[config.mk]
export PLATFORM = sky130hd
export DESIGN_NAME = if_id_fetch_buffer
export DESIGN_NICKNAME = d
export VERILOG_FILES = /design/src/rtl/if_id_fetch_buffer.sv
export SDC_FILE = /design/constraint.sdc
export NUM_CORES = 1
export LEC_CHECK = 0
export BUFFER_PORTS_ARGS = -buffer_cell sky130_fd_sc_hd__buf_2
export CORE_MARGIN = 3
export CORE_UTILIZATION = 54
export CTS_BUF_LIST = sky130_fd_sc_hd__clkbuf_8
export CTS_CLUSTER_SIZE = 10
export DETAILED_ROUTE_END_ITERATION = 10
export HOLD_SLACK_MARGIN = 0.08
export PLACE_DENSITY = 0.93
export RECOVER_POWER = 100
export SETUP_SLACK_MARGIN = 0.3
export SLEW_MARGIN = 25
export SYNTH_ARGS = -nofsm -noshare
export SYNTH_HDL_FRONTEND = slang
export SYNTH_SLANG_ARGS = --single-unit
[constraint.sdc]
create_clock -name clk -period 6.5 [get_ports clk]
set_input_delay 0.65 -clock clk [delete_from_list [all_inputs] [get_ports clk]]
set_output_delay 0.65 -clock clk [all_outputs]
set_load 0.02 [all_outputs]
[src/rtl/if_id_fetch_buffer.sv]
// IF/ID decoupling FIFO: buffers {instr, pc, pc+4} from fetch, presents the head entry to decode.
// Optional FETCH_BUF_PERF_EN adds saturating stall_cycles / flush_count counters.
module if_id_fetch_buffer #(
   parameter int               WIDTH = 32,
   parameter int               DEPTH = 2,
   parameter logic [WIDTH-1:0] NOP   = 32'h0000_0013
) (
   input  logic             clk,
   input  logic             rst,
   input  logic             valid_f,
   input  logic [WIDTH-1:0] instr_f,
   input  logic [WIDTH-1:0] pc_f,
   input  logic [WIDTH-1:0] pc_plus4_f,
   output logic             ready_f,
   input  logic             flush,
   input  logic             stall_d,
   output logic             valid_d,
   output logic [WIDTH-1:0] instr_d,
   output logic [WIDTH-1:0] pc_d,
   output logic [WIDTH-1:0] pc_plus4_d
`ifdef FETCH_BUF_PERF_EN
   ,
   output logic [31:0]      stall_cycles,
   output logic [31:0]      flush_count
`endif
);

   localparam int PTR_W = $clog2(DEPTH);
   localparam int CNT_W = $clog2(DEPTH + 1);
   localparam logic [CNT_W-1:0] FULL_CNT = CNT_W'(DEPTH);

   logic [WIDTH-1:0] instr_mem_r [DEPTH];
   logic [WIDTH-1:0] pc_mem_r    [DEPTH];
   logic [WIDTH-1:0] pc4_mem_r   [DEPTH];
   logic [PTR_W-1:0] wr_ptr_r;
   logic [PTR_W-1:0] rd_ptr_r;
   logic [CNT_W-1:0] count_r;
   logic             ready_s;
   logic             valid_s;
   logic             push_s;
   logic             pop_s;

   // Handshake decode and head-entry output mux; empty buffer shows NOP/0 so storage is never read unwritten.
   always_comb begin
      ready_s    = (count_r != FULL_CNT);
      valid_s    = (count_r != {CNT_W{1'b0}});
      push_s     = valid_f & ready_s & ~flush;
      pop_s      = valid_s & ~stall_d & ~flush;
      instr_d    = NOP;
      pc_d       = {WIDTH{1'b0}};
      pc_plus4_d = {WIDTH{1'b0}};
      if (valid_s) begin
         instr_d    = instr_mem_r[rd_ptr_r];
         pc_d       = pc_mem_r[rd_ptr_r];
         pc_plus4_d = pc4_mem_r[rd_ptr_r];
      end else begin
         instr_d    = NOP;
         pc_d       = {WIDTH{1'b0}};
         pc_plus4_d = {WIDTH{1'b0}};
      end
   end

   assign ready_f = ready_s;
   assign valid_d = valid_s;

   // Entry storage; contents are don't-care once popped or flushed.
   always_ff @(posedge clk) begin
      if (push_s) begin
         instr_mem_r[wr_ptr_r] <= instr_f;
         pc_mem_r[wr_ptr_r]    <= pc_f;
         pc4_mem_r[wr_ptr_r]   <= pc_plus4_f;
      end
   end

   // Pointer and occupancy update; reset dominates flush, flush dominates push/pop.
   always_ff @(posedge clk) begin
      if (rst) begin
         wr_ptr_r <= {PTR_W{1'b0}};
         rd_ptr_r <= {PTR_W{1'b0}};
         count_r  <= {CNT_W{1'b0}};
      end else if (flush) begin
         wr_ptr_r <= {PTR_W{1'b0}};
         rd_ptr_r <= {PTR_W{1'b0}};
         count_r  <= {CNT_W{1'b0}};
      end else begin
         if (push_s) begin
            wr_ptr_r <= wr_ptr_r + PTR_W'(1);
         end else begin
            wr_ptr_r <= wr_ptr_r;
         end
         if (pop_s) begin
            rd_ptr_r <= rd_ptr_r + PTR_W'(1);
         end else begin
            rd_ptr_r <= rd_ptr_r;
         end
         case ({push_s, pop_s})
            2'b10:   count_r <= count_r + CNT_W'(1);
            2'b01:   count_r <= count_r - CNT_W'(1);
            default: count_r <= count_r;
         endcase
      end
   end

`ifdef FETCH_BUF_PERF_EN
   // Saturating performance counters.
   always_ff @(posedge clk) begin
      if (rst) begin
         stall_cycles <= 32'h0000_0000;
         flush_count  <= 32'h0000_0000;
      end else begin
         if (valid_f && !ready_s && (stall_cycles != 32'hFFFF_FFFF)) begin
            stall_cycles <= stall_cycles + 32'h0000_0001;
         end else begin
            stall_cycles <= stall_cycles;
         end
         if (flush && (flush_count != 32'hFFFF_FFFF)) begin
            flush_count <= flush_count + 32'h0000_0001;
         end else begin
            flush_count <= flush_count;
         end
      end
   end
`endif

endmodule
==> impl_metrics.yaml <==
setup_path:
  critPathTopFamily: "buffers and inverters"
  r2r_cells: 4
  reg2reg_from: "count_r[0]$_SDFFE_PP0P_"
  crit_slowest_cell: "clkbuf_2"
  worst-path-buf-inv: 2
  slowest_delay_ns: 1.42
  cp_data_required_time_ns: 5.85
  arrival_ns: 3.52
  worst-path-max-fanout: 53
  r2r_slack_ns: 2.91
  cp-end-kind: "primary output"
  crit_type: "reg -> out"
  cp_cell_sequence: "clkbuf_2, mux2i_1, nor2_1, clkbuf_1"
  critPathLaunchType: "flip-flop"
  rr_endpoint: "instr_mem_r[0][2]$_DFFE_PP_"
sta:
  fin_crit_ns: 4.17
  worst_slack_ns: 2.33
  hold_viol: 0
  slew_headroom: -0.971
  max_freq_mhz: 240
  hold_slack_ns: 0.377
  tns_ns: 0
  drv_slew: 279
  setup_viol: 0
  rsz0062_at_grt: "no"
  post-route-period-util: 0.642
  finClkSkew_ns: 0.00687
  tightest_slew_ns: 2.96
final_layout:
  fill_cells: 1046
  nNetsFinal: 738
  drive_gt1_frac: 0.105
  diodes: 0
  stdcell_count: 823
  final-seq-area_um2: 5870
  syn2layout_area_growth_pct: 18.4
  multiInputGateArea_um2: 1460
clock_tree:
  clk_pin_slew_ns: 0.09
  cts_tree: "built"
  cts_sinks: 197
  cts_hold_buffers: 0
  clk_latency_ns: 0.45
  h-tree-depth: 4
  numCtsBuffers: 17
  post_cts_resized: 0
  postCtsSetupBuffers: 0
  root_buffer: "clkbuf_8"
  cts.path.max_buffers: 2
global_route:
  grt_max_degree: 54
  grt_overflow: 0
  track_usage: 0.185
  antenna_found_initial: 0
  grt_pass1_wl_um: 21100
  grt_pass1_vias: 4272
logic_synthesis:
  seq_area_frac_synth: 0.786
  synth_area_leaders: "edfxtp_1, mux2i_1, nor2_1, dfxtp_1, buf_6"
  async_flop_share: 0
  synth_edf_count: 192
  synth_flop_cell: "edfxtp_1"
  synth-seq-cells: 197
  netlist_instances: 433
  syn_nets: 535
  syn_area_per_cell_um2: 17.2
  yosysTopAreaCell: "edfxtp_1"
  synth_area_um2: 7460
  synth_cell_type_count: 23
  netlist.area_leader.share: 0.773
  ys_warn_count: 0
routing:
  drc: 0
  wl_um: 14200
  drt_pass1_iterations: 5
  vias: 4257
  viasPerCell: 5.17
  routedWlPerCell_um: 17.2
  ant_nets: 0
  drtIter0Drc: 337
run:
  maxCapViolCount: 6
hold_path:
  holdCritPathClass: "in -> reg"
  min-delay-start: "instr_f[4]"
  min_delay_worst_endpoint: "instr_mem_r[0][4]$_DFFE_PP_"
  min_path_cells: 1
floorplanning:
  fp.dieH_um: 124
  pin_count: 199
  coreArea_um2: 13400
  die_w_um: 124
  die-area_um2: 15300
  initial_core_util: 0.557
  std_cell_rows: 42
place:
  numPlacedInstances: 793
  port_buffers: 198
  hpwl_um: 9500
  routabilityCongestion: 0.728
  pre_cts_ws_ns: 3.54
pwr:
  p_per_area_nw_per_um2: 278
  leakagePower_nw: 2.75
  vdd_drop_max_uv: 193
  power.total_mw: 2.45
run_status:
  outcome: "complete, but fails checks"
  violations: "capacitance limit, slew limit"
==> worst max-delay path by stage <==
| stage | cells past startpoint | start | to |
|---|---|---|---|
| after detailed placement | 4 | flip-flop | pc_plus4_d[5] |
| after global routing | 4 | flip-flop | instr_d[10] |
| after global placement | 4 | flip-flop | pc_plus4_d[28] |
| after floorplan | 3 | count_r[0]$_SDFFE_PP0P_ | instr_mem_r[0][0]$_DFFE_PP_ |
| final | 4 | flip-flop | instr_d[10] |
| after CTS | 4 | flip-flop | pc_plus4_d[28] |
==> layout make-up <==
class / instances / share of cell area
clock inverters: 13 / 0.0244
repair buffers: 205 / 0.0928
well taps: 176 / 0.0249
inverters: 2 / 0.000850
multi-input cells: 213 / 0.166
flip-flops and latches: 197 / 0.665
clock buffers: 17 / 0.0265
==> cell usage in the layout (no fill, tap or decap), types with 2 or more instances in the layout <==
master / netlist / final
clkbuf_1: 4 / 167
o21ai_0: 2 / 2
or3_1: 2 / 2
dfxtp_1: 5 / 4
nor2_1: 96 / 95
buf_2: 10 / 36
edfxtp_1: 192 / 192
bufinv_16: 0 / 6
clkbuf_8: 0 / 17
nand2_1: 3 / 3
nor2_4: 0 / 2
mux2i_1: 96 / 96
clkinv_1: 0 / 2
a21oi_1: 4 / 4
clkinvlp_4: 0 / 2
inv_1: 2 / 4
==> cell families (layout without fill, tap and decap cells) <==
group | Yosys count | count (layout) | synth area share
flip-flops | 197 | 197 | 0.786
AND/OR/NAND/NOR | 107 | 107 | 0.0564
buffers and inverters | 23 | 237 | 0.0193
adder cells (fa/ha/maj) | 1 | 1 | 0.00168
AO/OA/AOI/OAI | 7 | 7 | 0.00503
multiplexers | 96 | 96 | 0.129
XOR/XNOR | 2 | 2 | 0.00235
==> synth_stat cells (2+ instances only) <==
master / n
a21oi_1: 4
o21ai_0: 2
inv_1: 2
or3_1: 2
buf_4: 2
nor2_1: 96
edfxtp_1: 192
buf_2: 10
dfxtp_1: 5
buf_6: 5
clkbuf_1: 4
mux2i_1: 96
nand2_1: 3
==> state kept, by name, summed over array words and instances, names as in the netlist, named ones only <==
signal,flops
pc_mem_r,64
pc4_mem_r,64
wr_ptr_r,1
count_r,2
rd_ptr_r,1
instr_mem_r,64
==> routing by layer <==
layer / vias to the layer above / GRT usage / wire [µm]
met5: - / 0 / 0
met4: 0 / 0.0692 / 229
met3: 21 / 0.0517 / 1040
met2: 170 / 0.321 / 7370
met1: 2067 / 0.221 / 5510
li1: 1999 / - / -
==> power by group <==
| part | switching, mW | total, mW | internal [mW] |
|---|---|---|---|
| logic | 0.0933 | 0.137 | 0.0432 |
| registers | 0.0109 | 1.45 | 1.44 |
| clock network | 0.382 | 0.868 | 0.486 |
| total | 0.486 | 2.45 | 1.96 |
==> stage by stage <==
stage | area (µm²) | util
finish | 8830 | 0.659
global route | 8830 | 0.659
CTS | 9080 | 0.677
detailed placement | 8630 | 0.644
global placement | 8600 | 0.642
floorplan | 7460 | -
==> worst register-to-register path: cells and delay by family (launching register included) <==
family / cells / cell delay [ns]
buf+inv: 1 / 2.09
simple gates: 3 / 0.61
flops: 1 / 0.41
No activity file was read; power rests on OpenSTA's default activity.
